===== src/rtl/shreg_pkg.sv =====
// Shared types for the parametrised shift register: operation modes and control FSM states.
package shreg_pkg;

  localparam int unsigned MODE_W = 3;

  typedef enum logic [MODE_W-1:0] {
    MODE_HOLD = 3'b000,
    MODE_LOAD = 3'b001,
    MODE_SHL  = 3'b010,
    MODE_SHR  = 3'b011,
    MODE_ROL  = 3'b100,
    MODE_ROR  = 3'b101,
    MODE_ASR  = 3'b110,
    MODE_RSVD = 3'b111
  } mode_e;

  typedef enum logic [1:0] {
    IDLE = 2'd0,
    RUN  = 2'd1,
    DONE = 2'd2
  } state_e;

  // Modes that move bits and so can be repeated by a multi-step command.
  function automatic logic is_shift_mode(mode_e m);
    case (m)
      MODE_SHL, MODE_SHR, MODE_ROL, MODE_ROR, MODE_ASR: return 1'b1;
      default:                                          return 1'b0;
    endcase
  endfunction

endpackage


===== src/rtl/shreg_step.sv =====
// Combinational single-step next value of the shift register and its serial output bit.
module shreg_step
  import shreg_pkg::*;
#(
  parameter int unsigned WIDTH = 8
) (
  input  mode_e              mode,
  input  logic [WIDTH-1:0]   q_cur,
  input  logic [WIDTH-1:0]   d,
  input  logic               ser_in,
  input  logic               ser_cur,
  output logic [WIDTH-1:0]   q_nxt,
  output logic               ser_nxt
);

  always_comb begin
    q_nxt   = q_cur;
    ser_nxt = ser_cur;
    case (mode)
      MODE_LOAD: q_nxt = d;
      MODE_SHL: begin
        q_nxt   = {q_cur[WIDTH-2:0], ser_in};
        ser_nxt = q_cur[WIDTH-1];
      end
      MODE_SHR: begin
        q_nxt   = {ser_in, q_cur[WIDTH-1:1]};
        ser_nxt = q_cur[0];
      end
      MODE_ROL: begin
        q_nxt   = {q_cur[WIDTH-2:0], q_cur[WIDTH-1]};
        ser_nxt = q_cur[WIDTH-1];
      end
      MODE_ROR: begin
        q_nxt   = {q_cur[0], q_cur[WIDTH-1:1]};
        ser_nxt = q_cur[0];
      end
      MODE_ASR: begin
        q_nxt   = {q_cur[WIDTH-1], q_cur[WIDTH-1:1]};
        ser_nxt = q_cur[0];
      end
      default: ;
    endcase
  end

endmodule


===== src/rtl/param_shift_register.sv =====
// WIDTH-bit register with enable, clear, six shift/rotate/load modes and a
// multi-step shift command that advances one position per enabled cycle.
module param_shift_register
  import shreg_pkg::*;
#(
  parameter int unsigned WIDTH = 8,
  parameter int unsigned CNT_W = $clog2(WIDTH + 1)
) (
  input  logic              clock,
  input  logic              reset,
  input  logic              en,
  input  logic              clr,
  input  logic [MODE_W-1:0] mode,
  input  logic [WIDTH-1:0]  d,
  input  logic              ser_in,
  input  logic              start,
  input  logic [CNT_W-1:0]  amount,
  output logic [WIDTH-1:0]  q,
  output logic              ser_out,
  output logic              busy,
  output logic              done
);

  logic [WIDTH-1:0] data_q, data_d;
  logic             ser_q, ser_d;
  state_e           state_q, state_d;
  logic [CNT_W-1:0] cnt_q, cnt_d;
  mode_e            lmode_q, lmode_d;
  logic             busy_q, busy_d;
  logic             done_q, done_d;

  mode_e            mode_in;
  mode_e            step_mode;
  logic [WIDTH-1:0] step_q;
  logic             step_ser;

  assign mode_in   = mode_e'(mode);
  // While running, only the latched mode drives the datapath.
  assign step_mode = (state_q == RUN) ? lmode_q : mode_in;

  shreg_step #(
    .WIDTH(WIDTH)
  ) u_step (
    .mode    (step_mode),
    .q_cur   (data_q),
    .d       (d),
    .ser_in  (ser_in),
    .ser_cur (ser_q),
    .q_nxt   (step_q),
    .ser_nxt (step_ser)
  );

  always_comb begin
    data_d  = data_q;
    ser_d   = ser_q;
    state_d = state_q;
    cnt_d   = cnt_q;
    lmode_d = lmode_q;
    if (clr) begin
      data_d  = '0;
      ser_d   = 1'b0;
      state_d = IDLE;
      cnt_d   = '0;
    end else if (en) begin
      if (state_q == RUN) begin
        data_d = step_q;
        ser_d  = step_ser;
        if (cnt_q != '0) cnt_d = cnt_q - CNT_W'(1);
        if (cnt_q <= CNT_W'(1)) state_d = DONE;
      end else if (start) begin
        lmode_d = mode_in;
        if (amount == '0 || !is_shift_mode(mode_in)) begin
          // Zero-length or non-shift commands never touch ser_out.
          if (mode_in == MODE_LOAD) data_d = d;
          cnt_d   = '0;
          state_d = DONE;
        end else begin
          data_d  = step_q;
          ser_d   = step_ser;
          cnt_d   = amount - CNT_W'(1);
          state_d = (amount == CNT_W'(1)) ? DONE : RUN;
        end
      end else begin
        data_d  = step_q;
        ser_d   = step_ser;
        state_d = IDLE;
      end
    end
    busy_d = (state_d == RUN);
    done_d = (state_d == DONE);
  end

  always_ff @(posedge clock or negedge reset) begin
    if (!reset) begin
      data_q  <= '0;
      ser_q   <= 1'b0;
      state_q <= IDLE;
      cnt_q   <= '0;
      lmode_q <= MODE_HOLD;
      busy_q  <= 1'b0;
      done_q  <= 1'b0;
    end else begin
      data_q  <= data_d;
      ser_q   <= ser_d;
      state_q <= state_d;
      cnt_q   <= cnt_d;
      lmode_q <= lmode_d;
      busy_q  <= busy_d;
      done_q  <= done_d;
    end
  end

  assign q       = data_q;
  assign ser_out = ser_q;
  assign busy    = busy_q;
  assign done    = done_q;

endmodule


===== config.mk =====
export PLATFORM = sky130hd
export DESIGN_NAME = param_shift_register
export DESIGN_NICKNAME = d
export VERILOG_FILES = /design/src/rtl/shreg_pkg.sv /design/src/rtl/shreg_step.sv /design/src/rtl/param_shift_register.sv
export SDC_FILE = /design/constraint.sdc
export NUM_CORES = 1
export LEC_CHECK = 0
export CAP_MARGIN = 20
export CELL_PAD_IN_SITES_DETAIL_PLACEMENT = 1
export CELL_PAD_IN_SITES_GLOBAL_PLACEMENT = 2
export CORE_MARGIN = 1.5
export CORE_UTILIZATION = 28
export DETAILED_ROUTE_END_ITERATION = 6
export PLACE_DENSITY = 0.73
export SYNTH_ARGS = -nofsm -noshare
export SYNTH_HDL_FRONTEND = slang
export SYNTH_SLANG_ARGS = --single-unit

===== constraint.sdc =====
create_clock -name clock -period 1.7 [get_ports clock]
set_input_delay 0.34 -clock clock [delete_from_list [all_inputs] [get_ports clock]]
set_output_delay 0.34 -clock clock [all_outputs]
set_load 0.1 [all_outputs]

# ---- After elaboration in Yosys (flattened, before gate mapping)
# Index checks and enable logic that the tools add are counted.
dict set report totals {
  regBits 20
  out_inout_bits 11
  word_cells 76
}
dict set report classes {
  add_sub_neg 2
  order_cmp 1
  eq_ne 19
  mux 32
  n_bitwise 2
  reduce_logical 13
}
# op n
set ops {}
lappend ops {{$mux 8} 6}
lappend ops {{$pmux 8 s6} 1}
lappend ops {{$mux 4} 6}
lappend ops {{$eq 3x3->1 const B} 6}
lappend ops {{$mux 2} 7}
lappend ops {{$eq 3x2->1 const B} 4}
lappend ops {{$mux 1} 10}
lappend ops {{$sub 4x1->4 const B} 2}
lappend ops {{$eq 3x1->1 const B} 2}
lappend ops {{$ne 5x4->1 const B} 1}
lappend ops {{$reduce_or 5->1} 1}
lappend ops {{$eq 2x1->1 const B} 2}
lappend ops {{$eq 4x1->1 const B} 1}
lappend ops {{$le 4x1->1 const B} 1}
lappend ops {{$logic_not 4->1} 1}
lappend ops {{$ne 4x4->1 const B} 1}
lappend ops {{$reduce_and 2->1} 2}
lappend ops {{$reduce_and 4->1} 1}
lappend ops {{$reduce_bool 4->1} 1}
lappend ops {{$mux 3} 1}
lappend ops {{$ne 3x2->1 const B} 1}
lappend ops {{$reduce_and 3->1} 1}
lappend ops {{$reduce_bool 3->1} 1}
lappend ops {{$reduce_or 3->1} 1}
lappend ops {{other kinds (7)} 8}

# ---- Longest topological paths before layout
dict set report depth {
  ltp_word 15
  depth_mapped 8
  depth_no_buf 8
}

# ---- Hierarchy
# A second synthesis with hierarchy kept.
dict set report unflattened {
  hier_cells 182
  hier_area_um2 1667.8
}
# mod n_inst cells_per_inst area_per_inst_um2 seq_area_each_um2
set by_module_without_submodules {}
lappend by_module_without_submodules {param_shift_register 1 130 1228.7 500.5}
lappend by_module_without_submodules {shreg_step 1 52 439.2 0.0}

# ---- Worst setup path after synthesis
# No wires, ideal clock.
dict set report synth_path {
  kind {reg2reg}
  from {reg state_q[0]}
  to {reg data_q[7] (netlist: q[7])}
  setup_ns 0.122
  arrival_ns 1.754
  required_time_ns 1.578
  slack_ns -0.176
  stages_incl_launch_ff 8
  synth_period_minus_slack_ns 1.876
  cell_sequence {dfrtp_1 -> nor2b_2 -> buf_6 -> mux2i_1 -> mux2_2 -> a22oi_1 -> nand4_1 -> a22o_1}
}
dict set report synth_between {
  elab_chain_cells 9
  word_cells_on_any_way 16
}
# item line_no
set synth_lines {}
lappend synth_lines {{from (decl)} param_shift_register.sv:26} ;# state_e state_q, state_d;
lappend synth_lines {{from (signal assigned)} param_shift_register.sv:105} ;# state_q <= state_d;
lappend synth_lines {{$eq 2x1->1 *} {param_shift_register.sv:39, param_shift_register.sv:65}}
lappend synth_lines {{$mux 3} param_shift_register.sv:39} ;# assign step_mode = (state_q == RUN) ? lmode_q : mode_in;
lappend synth_lines {{$eq 3x3->1 (tied with other cells)} shreg_step.sv:19} ;# case (mode)
lappend synth_lines {{$pmux 8 s6} shreg_step.sv:19}
lappend synth_lines {{$mux 8} param_shift_register.sv:72} ;# if (amount == '0 || !is_shift_mode(mode_in)) begin
lappend synth_lines {{$mux 8} param_shift_register.sv:70} ;# end else if (start) begin
lappend synth_lines {{$mux 8} param_shift_register.sv:65} ;# if (state_q == RUN) begin
lappend synth_lines {{$mux 8} param_shift_register.sv:64} ;# end else if (en) begin
lappend synth_lines {{$mux 8} param_shift_register.sv:59} ;# if (clr) begin
lappend synth_lines {{to (signal assigned)} param_shift_register.sv:103} ;# data_q <= data_d;
lappend synth_lines {{to (decl)} param_shift_register.sv:24} ;# logic [WIDTH-1:0] data_q, data_d;
# Every way passes the cells marked *; elsewhere a longest branch is shown, timed or not. The select of a mux whose other input is x is not followed.
# A chain may end at the register's enable or synchronous reset.

# ---- Worst setup path after layout
# Ends and elaborated chain as after synthesis.

==> flow_summary.toml <==
[final_layout]
multiInputGateArea_sq_um = 1230
layout_common_cells = "44 x buf_4, 19 x dfrtp_1, 14 x nand2_1"
area_delta_synth_final_pct = 73.0
seqCellArea_sq_um = 502
nFillCells = 614
drive_above_1_share_pct = 44.9
fin_area_sq_um = 2770
finalNetCount = 290
layout_commonest_cell = "buf_4"
diodes = 0

[global_route]
antenna_found_initial = 0
first_global_vias = 1954
grtUsageTotal_pct = 20.1
grt_pass1_wl_um = 9870
grt_max_degree = 21
grt_overflow = 0

[timing]
worst_clock_skew_ns = 0.00747
tightest_slew_ns = 0.359
grt_setup_unrepaired = "true"
hold_ws_ns = 0.423
fin_ws_ns = -0.140
setup_viol = 17
finalHoldViolCount = 0
slew-limit-headroom_pct = 76.1
fmax_mhz = 543
fin_crit_ns = 1.84
fin_crit_sh_pct = 108
finalMaxSlewViolations = 0

[synth]
yosysSeqAreaShare_pct = 31.3
ys_seq_elements = 20
syn-num-nets = 210
ys_types = 52
muxShareOfSynthArea_pct = 3.44
synth_edf_count = 0
synth_xor_area_share_pct = 2.74
synth_compound_area_share_pct = 30.4
netlist_area_sq_um = 1600
synth_fa_ha_area_share_pct = 3.91
synth-async-reset-ratio_pct = 100
postSynthCellCount = 184
synth_simple_gate_area_share_pct = 22.8
synth_warnings = 0
avgSynthCellArea_sq_um = 8.69
synth_top_family_by_area = "compound AO/OA/AOI/OAI gates"
synth_flop_cell = "dfrtp_1"

[route]
dr.pass1.iters = 4
drc = 0
wl_um = 6050
first_iter_violations = 96
antenna_left = 0
via_count = 1800
avgViaCountPerCell = 5.37
routedWlPerCell_um = 18.1

[pwr]
clkPwrFrac_pct = 24.4
vdd.ir_drop.worst_mv = 0.349
pwr-share-comb_pct = 46.8
seqPwrFrac_pct = 28.8
netSwitchingFraction_pct = 37.5
p_leak_uw = 0.00117
p_per_area_nw_per_um2 = 739
p_switching_uw = 766
intPower_uw = 1280

[worst_hold_path]
min-delay-path-class = "input pin to async pin"

[clock_network]
clkSinkCount = 20
clkTransAtPathRegs_ns = 0.09
cts-buffers-inserted = 3
htreeDepth = 1
cts_tree = "built"
root_buffer = "clkbuf_8"
cts_buffer_depth = 2
worstSkewPairLatency_ns = 0.27
cts_hold_buf = 0

[placement]
dp.final_hpwl_um = 4680
place_congestion = 0.797
portBuffers = 31
placed_area_sq_um = 2420

[setup_path]
r2r_setup_slack_ns = -0.14
worstPathMaxFanout = 4
startpoint = "state_q[0]$_DFF_PN0_"
timing.rr.start = "state_q[0]$_DFF_PN0_"
cp-end-kind = "register"
critical_path_class = "register to register"
cp-start-kind = "register"
required_ns = 1.86
crit_arrival_ns = 2.00

[floorplan]
num_io_pins = 32
die_w_um = 78.6
die_h_um = 78.6
core_area_sq_um = 5510
initial_core_util_pct = 29.0
design.die.area_sq_um = 6170
num_rows = 27

[flow_run]
max-cap-violations = 0

[run_status]
violations = "negative setup slack"
status = "finished, violations left"
worst paths after layout:
kind,to,cells past startpoint
worst max-delay path,q[7]$_DFFE_PN0P_,6
min in group clock,cnt_q[1]$_DFFE_PN0P_,2
worst min register to register,cnt_q[1]$_DFFE_PN0P_,2
worst max register to register,q[7]$_DFFE_PN0P_,6
worst min-delay path,q[0]$_DFFE_PN0P_,2
max in group asynchronous,state_q[1]$_DFF_PN0_,2
cells in the mapped netlist (2+ instances only):
master / count / area (sq um)
a21o_1: 2 / 15.0
a21oi_1: 15 / 75.1
a221oi_1: 2 / 17.5
a22o_1: 7 / 61.3
a22oi_1: 6 / 45.0
a32oi_1: 6 / 52.6
and2_1: 2 / 12.5
buf_2: 6 / 30.0
buf_6: 2 / 22.5
dfrtp_1: 20 / 500
ha_1: 5 / 62.6
inv_1: 7 / 26.3
mux2_2: 4 / 45.0
nand2_1: 15 / 56.3
nand2b_1: 3 / 18.8
nand3_1: 6 / 30.0
nand3b_1: 2 / 15.0
nand4_1: 3 / 18.8
nor2_1: 14 / 52.6
nor3_1: 9 / 45.0
nor3b_1: 2 / 15.0
o21ai_0: 11 / 55.1
o31ai_1: 2 / 15.0
o31ai_2: 2 / 25.0
xnor2_1: 4 / 35.0
metal layers:
metal / vias up / wire (um) / global-route usage [%]
li1: 857 / - / -
met1: 911 / 2600 / 25.2
met2: 28 / 3250 / 36.4
met3: 4 / 150 / 2.21
met4: 0 / 51 / 5.00
met5: - / 0 / 0
per-stage QoR:
step	std cells	utilization [%]	power [uW]	TNS, ns	worst slack [ns]
2_1_floorplan	184	-	1030	-0.121	-0.0902
3_5_place_dp	323	44.0	1440	-10.18	-0.716
5_1_grt	335	50.2	2130	-3.12	-0.232
6_report	335	50.2	2040	-1.66	-0.140
4_1_cts	332	48.0	2000	-1.38	-0.133
3_3_place_gp	323	44.0	1410	-8.77	-0.604
cell type report:
| cell class | instances | area share [%] |
|---|---|---|
| Tap cell | 72 | 3.26 |
| Clock buffer | 3 | 1.49 |
| Timing Repair Buffer | 85 | 30.8 |
| Clock inverter | 1 | 1.09 |
| Sequential cell | 20 | 18.1 |
| Inverter | 7 | 0.950 |
| Multi-Input combinational cell | 147 | 44.3 |
power groups by stage:
stage / clock [uW] / sequential, uW / combinational, uW
4_1_cts: 505 / 585 / 911
2_1_floorplan: 0 / 736 / 298
6_report: 499 / 589 / 956
3_5_place_dp: 0 / 592 / 844
5_1_grt: 523 / 598 / 1010
3_3_place_gp: 0 / 589 / 816
flip-flops by register name, summed over array words and instances (netlist names):
| name | count |
|---|---|
| cnt_q | 4 |
| ser_out | 1 |
| lmode_q | 3 |
| state_q | 2 |
| busy | 1 |
| q | 8 |
| done | 1 |
cells by family after synthesis:
| group | Yosys count |
|---|---|
| DFF | 20 |
| AOI/OAI and AO/OA | 65 |
| and+or+nand+nor | 67 |
| xor gates and xnor gates | 5 |
| buffers and inverters | 17 |
| adders and majority gates | 5 |
| muxes | 5 |
what timing repair did:
| action | 4_1_cts | 5_1_grt |
|---|---|---|
| resized for setup | 45 | 26 |
| pin swaps | 17 | 9 |
| buffers inserted | 5 | 3 |
| endpoints found under the setup margin | 20 | 17 |
| gates cloned | 0 | 0 |
worst max-delay path, stage by stage, from the launching register on:
cell and delay (ns):
dfrtp_1 0.41, nor2b_4 0.27, mux2i_4 0.31, mux2_4 0.32, a22oi_2 0.11, nand4_1 0.12
a22o_1 0.20
Note: power is estimated with default switching activity, not from simulation.
